<file path="config.mk">
export PLATFORM = sky130hd
export DESIGN_NAME = pwm_duty_decoder
export DESIGN_NICKNAME = d
export VERILOG_FILES = /design/src/rtl/pwm_duty_decoder.sv
export SDC_FILE = /design/constraint.sdc
export NUM_CORES = 1
export LEC_CHECK = 0
export ABC_AREA = 0
export ABC_CLOCK_PERIOD_IN_PS = 2800
export BUFFER_PORTS_ARGS = -buffer_cell sky130_fd_sc_hd__buf_2
export CAP_MARGIN = 25
export CORE_MARGIN = 8
export CORE_UTILIZATION = 30
export CTS_CLUSTER_DIAMETER = 50
export DETAILED_ROUTE_END_ITERATION = 10
export RECOVER_POWER = 50
export SETUP_SLACK_MARGIN = 0.1
export SLEW_MARGIN = 20
export SYNTH_ARGS = -nofsm -noshare
export SYNTH_HDL_FRONTEND = slang
export SYNTH_SLANG_ARGS = --single-unit
export TNS_END_PERCENT = 10
</file>
<file path="constraint.sdc">
create_clock -name clk -period 2.8 [get_ports clk]
set_clock_uncertainty 0.1 [all_clocks]
set_input_delay 0.28 -clock clk [delete_from_list [all_inputs] [get_ports clk]]
set_output_delay 0.28 -clock clk [all_outputs]
set_load 0.02 [all_outputs]
</file>
<file path="src/rtl/pwm_duty_decoder.sv">
// Purpose: recovers the 8-bit duty code from an asynchronous PWM line, flags off-length periods and static lines.
// Latency: duty/duty_valid/period_err are registered 2 clk after pwm_in's rising edge is first sampled.
// Backpressure: none; results are single-cycle pulses with no ready, and a missed pulse is simply overwritten.
module pwm_duty_decoder #(
  parameter int PERIOD  = 256,
  parameter int TOL     = 4,
  parameter int TIMEOUT = 512,
  parameter int CW      = 16
) (
  input  logic       clk,
  input  logic       arst,
  input  logic       pwm_in,
  output logic [7:0] duty,
  output logic       duty_valid,
  output logic       period_err,
  output logic       line_static
);

  typedef enum logic [1:0] {
    IDLE    = 2'd0,
    MEASURE = 2'd1,
    STATIC  = 2'd2
  } state_t;

  localparam logic [CW-1:0] ONE       = CW'(1);
  localparam logic [CW-1:0] CNT_MAX   = '1;
  localparam logic [CW-1:0] PER_LO    = CW'(PERIOD - TOL);
  localparam logic [CW-1:0] PER_HI    = CW'(PERIOD + TOL);
  localparam logic [CW-1:0] TIMEOUT_C = CW'(TIMEOUT);
  localparam logic [CW-1:0] DUTY_CAP  = CW'(255);

  state_t        state_q, state_d;
  logic          s1_q, s2_q, s3_q;
  logic [CW-1:0] per_cnt_q, per_cnt_d;
  logic [CW-1:0] hi_cnt_q, hi_cnt_d;
  logic [7:0]    duty_q, duty_d;
  logic          duty_valid_q, duty_valid_d;
  logic          period_err_q, period_err_d;
  logic          line_static_q, line_static_d;

  logic          rise;
  logic          in_tol;
  logic [CW-1:0] per_inc;
  logic [CW-1:0] hi_inc;
  logic [7:0]    duty_sat;

  // Three-flop synchroniser; the third flop only exists to spot the 0->1 step on s2.
  always_ff @(posedge clk) begin
    if (arst) begin
      s1_q <= 1'b0;
      s2_q <= 1'b0;
      s3_q <= 1'b0;
    end else begin
      s1_q <= pwm_in;
      s2_q <= s1_q;
      s3_q <= s2_q;
    end
  end

  assign rise = s2_q & ~s3_q;

  // Counter values before reload describe the period that ends at this rise.
  assign in_tol   = (per_cnt_q >= PER_LO) && (per_cnt_q <= PER_HI);
  assign per_inc  = (per_cnt_q == CNT_MAX) ? CNT_MAX : per_cnt_q + ONE;
  assign hi_inc   = (s2_q && (hi_cnt_q != CNT_MAX)) ? hi_cnt_q + ONE : hi_cnt_q;
  assign duty_sat = (hi_cnt_q > DUTY_CAP) ? 8'hFF : hi_cnt_q[7:0];

  // Next-state: frame measurement, tolerance check and static-line timeout.
  always_comb begin
    state_d       = state_q;
    per_cnt_d     = per_cnt_q;
    hi_cnt_d      = hi_cnt_q;
    duty_d        = duty_q;
    duty_valid_d  = 1'b0;
    period_err_d  = 1'b0;
    line_static_d = line_static_q;

    case (state_q)
      IDLE: begin
        // The partial period before the first rise is discarded.
        if (rise) begin
          per_cnt_d = ONE;
          hi_cnt_d  = ONE;
          state_d   = MEASURE;
        end
      end

      MEASURE: begin
        // A rise landing on the timeout edge wins: it closes a (long) period.
        if (rise) begin
          if (in_tol) begin
            duty_d       = duty_sat;
            duty_valid_d = 1'b1;
          end else begin
            period_err_d = 1'b1;
          end
          per_cnt_d = ONE;
          hi_cnt_d  = ONE;
        end else if (per_cnt_q >= TIMEOUT_C) begin
          duty_d        = s2_q ? 8'hFF : 8'h00;
          duty_valid_d  = 1'b1;
          line_static_d = 1'b1;
          state_d       = STATIC;
        end else begin
          per_cnt_d = per_inc;
          hi_cnt_d  = hi_inc;
        end
      end

      STATIC: begin
        // Leaving STATIC starts a fresh period; nothing is reported for the stall.
        if (rise) begin
          line_static_d = 1'b0;
          per_cnt_d     = ONE;
          hi_cnt_d      = ONE;
          state_d       = MEASURE;
        end
      end

      default: begin
        state_d = IDLE;
      end
    endcase
  end

  // State, counters and registered outputs; reset beats any same-cycle event.
  always_ff @(posedge clk) begin
    if (arst) begin
      state_q       <= IDLE;
      per_cnt_q     <= '0;
      hi_cnt_q      <= '0;
      duty_q        <= 8'h00;
      duty_valid_q  <= 1'b0;
      period_err_q  <= 1'b0;
      line_static_q <= 1'b0;
    end else begin
      state_q       <= state_d;
      per_cnt_q     <= per_cnt_d;
      hi_cnt_q      <= hi_cnt_d;
      duty_q        <= duty_d;
      duty_valid_q  <= duty_valid_d;
      period_err_q  <= period_err_d;
      line_static_q <= line_static_d;
    end
  end

  assign duty        = duty_q;
  assign duty_valid  = duty_valid_q;
  assign period_err  = period_err_q;
  assign line_static = line_static_q;

endmodule

</file>
Word level (Yosys, flattened, before mapping)
Cells that the tools add are included.

Flip-flop bits (word level): 48. Bits of input ports: 3. Output and inout port bits: 11. Logic and storage cells: 71.

$add $sub $neg: 2. Magnitude comparators: 4. Equal/unequal tests: 11. Muxes and demuxes: 26. Bitwise gates (word level): 4. Reductions and logical operators: 14.

Operators by type and width (count): two-way mux 16 bit (7); one-hot mux 16 bit (2 select lines) (2); two-way mux 8 bit (5); adder 16 x 1 -> 16 bit (second input constant) (2); == test 16 bit (second input constant) (1); greater-or-equal comparator 16 x 10 -> 1 bit (second input constant) (1); greater-or-equal comparator 16 x 8 -> 1 bit (second input constant) (1); > comparator 16 x 8 -> 1 bit (second input constant) (1); less-or-equal comparator 16 x 9 -> 1 bit (second input constant) (1); inequality test 16 bit (second input constant) (1); AND reduction 3 bit (3); AND reduction 4 bit (2); two-way mux 1 bit (7); two-way mux 2 bit (3); inequality test 2 bit (second input constant) (3); inequality test 3 bit (second input constant) (2); nonzero test 2 bit (3); inequality test 2 x 1 -> 1 bit (second input constant) (2); one-hot mux 2 bit (2 select lines) (1); OR reduction 2 bit (2); NOT 1 bit (3); OR reduction 3 bit (1); == test 2 x 1 -> 1 bit (second input constant) (1); == test 2 bit (second input constant) (1); other kinds (4) (5).

Logic depth before layout (Yosys ltp)
Gate-level depths: netlist of the first run.

Depth in word-level cells: 6. Mapped depth: 8. Gate-level depth less buffers: 7.

Worst setup path before layout of the first run
Ideal clock, no wire load.

Kind: register to register. Start point: register per_cnt_q[3]. End point: register duty_q[0], in the netlist duty[0]. Library setup time: 0.122 ns. Arrival: 1.870 ns. Data required time: 2.578 ns. Path slack: 0.708 ns. Stages on the path, launching flop included: 6. Buffers on the path: 0. Clock period less this slack: 2.092 ns. Cell sequence: dfxtp_1 > or4_4 > o311ai_4 > a31oi_1 > o31a_1 > a221o_1.

Cells in the longest elaborated chain, start to end: 4. Elaborated cells on any way between the ends: 7. Those cells by class: 3 x order compare; 1 x eq/ne; 3 x reduce/logical.

RTL lines: start, declared (RTL line 34) `logic [CW-1:0] per_cnt_q, per_cnt_d;`; start signal, assigned (RTL line 138) `per_cnt_q <= per_cnt_d;`; greater-or-equal comparator 16 x 8 -> 1 bit / less-or-equal comparator 16 x 9 -> 1 bit (equally long branches) (RTL line 63) `assign in_tol = (per_cnt_q >= PER_LO) && (per_cnt_q <= PER_HI);`; logical AND 1 bit (RTL line 63); inequality test 2 x 1 -> 1 bit (no source line); AND reduction 3 bit (no source line) *; end signal, assigned (RTL line 140) `duty_q <= duty_d;`; end, declared (RTL line 36) `logic [7:0] duty_q, duty_d;`.

Every way passes the cells marked *; elsewhere a longest branch is shown, timed or not. A chain may end at the register's enable or synchronous reset.

Worst setup path after layout of the first run
Start point: register per_cnt_q[11]. End point: register hi_cnt_q[13].

Cells in the longest elaborated chain, start to end: 3.

RTL lines: greater-or-equal comparator 16 x 10 -> 1 bit (RTL line 99) `end else if (per_cnt_q >= TIMEOUT_C) begin`; inequality test 3 bit (no source line); AND reduction 4 bit (no source line); end signal, assigned (RTL line 139) `hi_cnt_q <= hi_cnt_d;`; end, declared (RTL line 35) `logic [CW-1:0] hi_cnt_q, hi_cnt_d;`.

Every way passes these cells.

==> results of run 1 <==
-- per-stage QoR --
| step | utilization (%) | worst slack (ns) | hold slack (ns) | area (um^2) | instances |
|---|---|---|---|---|---|
| after floorplan | - | 0.708 | 0.308 | 2400 | 286 |
| after global placement | 33.2 | 0.478 | 0.317 | 2560 | 391 |
| after detailed placement | 33.2 | 0.459 | 0.332 | 2560 | 391 |
| after CTS | 34.3 | 0.445 | 0.113 | 2650 | 399 |
| after global routing | 34.0 | 0.148 | 0.133 | 2620 | 400 |
| final | 34.0 | 0.389 | 0.105 | 2620 | 400 |
-- worst max-delay path, cell delays in order (launching register included) --
cell and delay [ns]:
dfxtp_1 0.34, nor4_1 0.44, nand2_1 0.16, clkbuf_1 0.22, nor3_2 0.57, a41oi_1 0.19, a311oi_1 0.29
-- per-layer routing --
layer  vias up  wire length [um]
li1       1097                 -
met1      1031              2840
met2        61              2560
met3         7               334
met4         0               107
met5         -                 0
-- state kept, by name (all words and copies together) (netlist names) --
signal,flops
per_cnt_q,16
hi_cnt_q,16
state_q,2
s2_q,1
line_static,1
period_err,1
s1_q,1
s3_q,1
duty_valid,1
duty,8
-- synthesized netlist by cell type, types with 2 or more instances --
library cell  number  share of area, %
o211a_1            3               1.3
dfxtp_1           48                40
o21ai_0           20               4.2
or4_1              2              0.63
nor4_1             3              0.78
nand3_1           19               4.0
nand4_1            5               1.3
o31ai_1            2              0.63
nor2b_1            8               2.1
nor3_1            12               2.5
buf_2              4              0.84
inv_1             10               1.6
nand2_1           20               3.1
or3_1              8               2.1
and4_1             2              0.73
nand2b_1           6               1.6
a311oi_1           6               2.2
a41oi_1            5               1.8
a211oi_1           2              0.63
nor2_1            18               2.8
nor4_2             2               1.0
clkbuf_1          10               1.6
a221o_1            7               2.9
mux2i_1            2              0.84
and2_1             4               1.0
a21oi_1           17               3.5
or2_2              7               1.8
a31oi_1            8               2.1
a21o_1             3              0.94
ha_1               3               1.6
and3_1             5               1.3
-- area by class of cell --
cell class / count / area (um^2)
inverters: 10 / 37.5
repair buffers: 18 / 76.3
fillers: 786 / 5100
flip-flops and latches: 48 / 961
multi-input cells: 214 / 1330
clock buffers: 8 / 90.1
well taps: 102 / 128
-- power groups by stage --
stage | sequential, W | clock, W | combinational [W]
2_1_floorplan | 0.000708 | 0 | 0.0000490
3_3_place_gp | 0.000710 | 0 | 0.0000647
3_5_place_dp | 0.000710 | 0 | 0.0000643
4_1_cts | 0.000694 | 0.000441 | 0.0000647
5_1_grt | 0.000696 | 0.000472 | 0.0000736
6_report | 0.000695 | 0.000423 | 0.0000647
-- worst min-delay path by stage --
stage / from / endpoint / slack [ns]
2_1_floorplan: pwm_in / s1_q$_SDFF_PP0_ / 0.31
3_5_place_dp: s1_q$_SDFF_PP0_ / s2_q$_SDFF_PP0_ / 0.33
4_1_cts: pwm_in / s1_q$_SDFF_PP0_ / 0.11
3_3_place_gp: s1_q$_SDFF_PP0_ / s2_q$_SDFF_PP0_ / 0.32
6_report: pwm_in / s1_q$_SDFF_PP0_ / 0.11
5_1_grt: pwm_in / s1_q$_SDFF_PP0_ / 0.13
-- cells by family after synthesis --
group | synth area share, %
AOI/OAI and AO/OA | 24.0
buffers and inverters | 3.97
and+or+nand+nor | 29.5
muxes | 0.835
DFF | 40.1
adders and majority gates | 1.57
==> results.json, run 1 <==
{
  "track_usage_pct": 11.0,
  "period_share_pct": 86.1,
  "drive_above_1_share_pct": 7.72,
  "maxCapViolCount": 0,
  "fmax_mhz": 415,
  "layout_common_cells": "48 x dfxtp_1, 20 x o21ai_0, 20 x nand2_1, 19 x nand3_1, 18 x nor2_1",
  "syn_nets": 292,
  "arrival_ns": 2.50,
  "ir_drop_v": 0.000170,
  "avgSynthCellArea_um2": 8.38,
  "status": "complete, no violations",
  "power_density_nw_per_um2": 451,
  "r2r_start": "per_cnt_q[11]$_SDFFE_PP0P_",
  "rows": 32,
  "finalHoldViolations": 0,
  "drtPass1Iterations": 5,
  "cp-endpoint": "hi_cnt_q[13]$_SDFFE_PP0P_",
  "power.leakage_nw": 0.922,
  "hold_path_class": "in -> reg",
  "rrSetupSlack_ns": 0.39,
  "core_um2": 7730,
  "antenna_found_initial": 0,
  "p_total_w": 0.00118,
  "crit_start": "per_cnt_q[11]$_SDFFE_PP0P_",
  "yosysWarnings": 0,
  "startpoint_type": "flop",
  "async_flop_share_pct": 0,
  "antenna_cells": 0,
  "slew_violations": 0,
  "worstHoldPathCells": 2,
  "timing.setup.tns_ns": 0,
  "slew_headroom_pct": 21.4,
  "netlist_area_um2": 2400,
  "die_area_um2": 11100,
  "worstRegToRegCells": 6,
  "io_buffers": 13,
  "grtUsageMet2_pct": 17.2,
  "fin_crit_ns": 2.41,
  "postCtsSetupRepairBufs": 0,
  "drt-total-wl_mm": 5.84,
  "die_h_um": 105,
  "cts_hold_buf": 0,
  "vias_per_cell": 5.49,
  "ios": 14,
  "ys_ff_latch": 48,
  "power_switching_w": 0.000271,
  "fp.dieW_um": 105,
  "ys_types": 46,
  "use_met3_pct": 2.68,
  "dp_hpwl_mm": 4.02,
  "antenna_left": 0,
  "htreeDepth": 2,
  "worst_skew_pair.late_latency_ns": 0.30,
  "overflow": 0,
  "synth_flop_cell": "dfxtp_1",
  "cts_tree": "done",
  "combPwrFrac_pct": 5.5,
  "p_sw_share_pct": 22.9,
  "cts.path.max_buffers": 2,
  "yosysSeqAreaShare_pct": 40.1,
  "critPathCaptureType": "flop",
  "worstPathMaxFanout": 8,
  "grt-busiest-layer": "met2",
  "clkPwrFrac_pct": 35.8,
  "gp_congestion": 0.785,
  "internal_power_w": 0.000911,
  "rr_endpoint": "hi_cnt_q[13]$_SDFFE_PP0P_",
  "grt_pass1_wl_mm": 10.4,
  "seqPwrFrac_pct": 58.7,
  "wl_per_cell_um": 14.6,
  "vias": 2196,
  "worstMarginPinSlew_ns": 1.18,
  "route.detailed.drc": 0,
  "drt_iter0_drc": 142,
  "synthToLayoutAreaGrowth_pct": 9.45,
  "grt_setup_unrepaired": "no",
  "synth_enable_flop_cells": 0,
  "cts_root_buf": "clkbuf_8",
  "final_nets": 303,
  "cts_made_buffers": 5,
  "cts_resized": 0,
  "synthCells": 286,
  "gr-usage-met1_pct": 14.3,
  "worstPathRequired_ns": 2.89,
  "start_util_pct": 31.0,
  "grt_pass1_vias": 2203,
  "setup_viol": 0,
  "criticalPathCategory": "reg -> reg",
  "cts_sinks": 48,
  "path_clk_slew_ns": 0.08,
  "grt_max_degree": 26,
  "final_common_cell": "dfxtp_1"
}
Power figures use the tool's default switching activity.
==> run 2: changes to the inputs <==
- CORE_UTILIZATION: 30 -> 50
- PLACE_DENSITY: not set -> 0.67
==> run 2 against run 1 <==
Against the previous run:
- die area down 35%
- clock-buffer cell count decreased by 1
- sequential cell count is the same
- routed wire length down 8.0%
- fmax down 4.0%
- global-route usage is 4.2 points higher
- critical path depth decreased by 1
- worst hold slack got worse by 0.022 ns
- total power is 0.49% higher
- worst setup slack got worse by 0.10 ns
==> results.json, run 2 (synthesis gave the netlist of run 1 again) <==
{
  "cts_sinks": 48,
  "die_h_um": 85.2,
  "dpl-instance-area_um2": 2500,
  "fin_util_pct": 54.7,
  "antenna_cells": 0,
  "worstPathMaxFanout": 7,
  "startpoint_type": "flop",
  "power_density_nw_per_um2": 466,
  "drt_iter0_drc": 155,
  "wl_per_cell_um": 15.3,
  "maxCapViolCount": 0,
  "power.leakage_nw": 0.920,
  "htreeDepth": 2,
  "grt_pass1_vias": 1904,
  "worst_skew_pair.late_latency_ns": 0.30,
  "drt-total-wl_mm": 5.37,
  "grt_setup_unrepaired": "no",
  "synthToLayoutAreaGrowth_pct": 6.42,
  "slew_headroom_pct": 24.6,
  "vias_per_cell": 6.14,
  "worstMarginPinSlew_ns": 1.13,
  "antenna_found_initial": 0,
  "status": "complete, no violations",
  "rrSetupSlack_ns": 0.29,
  "multi_input_area_um2": 1320,
  "grt_max_degree": 26,
  "slew_violations": 0,
  "die_area_um2": 7270,
  "vias": 2156,
  "nFillCells": 453,
  "path_clk_slew_ns": 0.09,
  "overflow": 0,
  "setup_viol": 0,
  "drtPass1Iterations": 4,
  "final_common_cell": "dfxtp_1",
  "timing.setup.tns_ns": 0,
  "critPathCaptureType": "flop",
  "worstPathRequired_ns": 2.89,
  "final_nets": 302,
  "cpPeakStageDelay_ns": 0.53,
  "cts_made_buffers": 5,
  "ios": 14,
  "cts_tree": "done",
  "track_usage_pct": 15.2,
  "core_um2": 4660,
  "arrival_ns": 2.61,
  "hold_path_class": "in -> reg",
  "seq_area_um2": 961,
  "postCtsSetupRepairBufs": 0,
  "cts.path.max_buffers": 2,
  "rows": 25,
  "fin_area_um2": 2550,
  "cts_hold_buf": 0,
  "antenna_left": 0,
  "crit_path_top_delay_cell": "or4_4",
  "ir_drop_v": 0.000221,
  "grt_pass1_wl_mm": 9.17,
  "cts_resized": 0,
  "route.detailed.drc": 0,
  "drive_above_1_share_pct": 8.42,
  "crit_chain": "or4_4 > o311ai_0 > a31oi_1 > o31a_1 > a221o_1",
  "period_share_pct": 89.7,
  "fin_crit_ns": 2.51,
  "layout_common_cells": "48 x dfxtp_1, 20 x o21ai_0, 20 x nand2_1, 19 x nand3_1, 18 x nor2_1",
  "cts_root_buf": "clkbuf_8",
  "finalHoldViolations": 0,
  "gp_congestion": 0.896,
  "fp.dieW_um": 85.2,
  "criticalPathCategory": "reg -> reg",
  "dp_hpwl_mm": 3.87,
  "io_buffers": 13,
  "start_util_pct": 51.4,
  "fmax_mhz": 398
}
run 2: changes by cell type in the layout (fill, tap and decap cells not counted), sizes merged:
cell      delta
buf          +1
clkbuf       -3
clkinvlp     +1
run 2: metrics by stage:
stage / total power [W] / instances / hold slack, ns / worst slack [ns]
3_3_place_gp: 0.000774 / 343 / 0.317 / 0.582
3_5_place_dp: 0.000774 / 343 / 0.326 / 0.565
6_report: 0.00119 / 351 / 0.0828 / 0.288
2_1_floorplan: 0.000757 / 286 / 0.308 / 0.708
4_1_cts: 0.00121 / 351 / 0.0811 / 0.549
5_1_grt: 0.00124 / 351 / 0.107 / 0.169
run 2: cell type report:
class                      instances  area share (%)
clock buffer                       7            3.38
clock inverter                     1           0.294
inverter                          10            1.47
multi-input combinational        214            51.6
sequential                        48            37.7
tap                               54            2.65
timing repair buffer              17            2.89
run 2: report_power, final:
group          switching [W]  leakage, nW  internal, W
logic              0.0000410        0.488    0.0000222
registers         0.00000728        0.387     0.000687
clock network       0.000230       0.0445     0.000201
total               0.000278        0.920     0.000911
run 2: worst paths after layout:
check / startpoint / end / cells past startpoint
setup / recovery: per_cnt_q[3]$_SDFFE_PP0P_ / duty[1]$_SDFFE_PP0P_ / 5
hold reg to reg: s1_q$_SDFF_PP0_ / s2_q$_SDFF_PP0_ / 1
hold / removal: pwm_in / s1_q$_SDFF_PP0_ / 2
setup reg to reg: per_cnt_q[3]$_SDFFE_PP0P_ / duty[1]$_SDFFE_PP0P_ / 5
run 2: critical path: cells and delay by family, from the launching register on:
family             cells  cell delay, ns
AOI/OAI and AO/OA      4            1.42
and+or+nand+nor        1            0.53
DFF                    1            0.36
run 2: routing by layer:
metal	GRT usage, %	routed length, um
met5	0	0
met4	4.53	59
met3	3.76	344
met1	22.0	2740
met2	21.2	2220
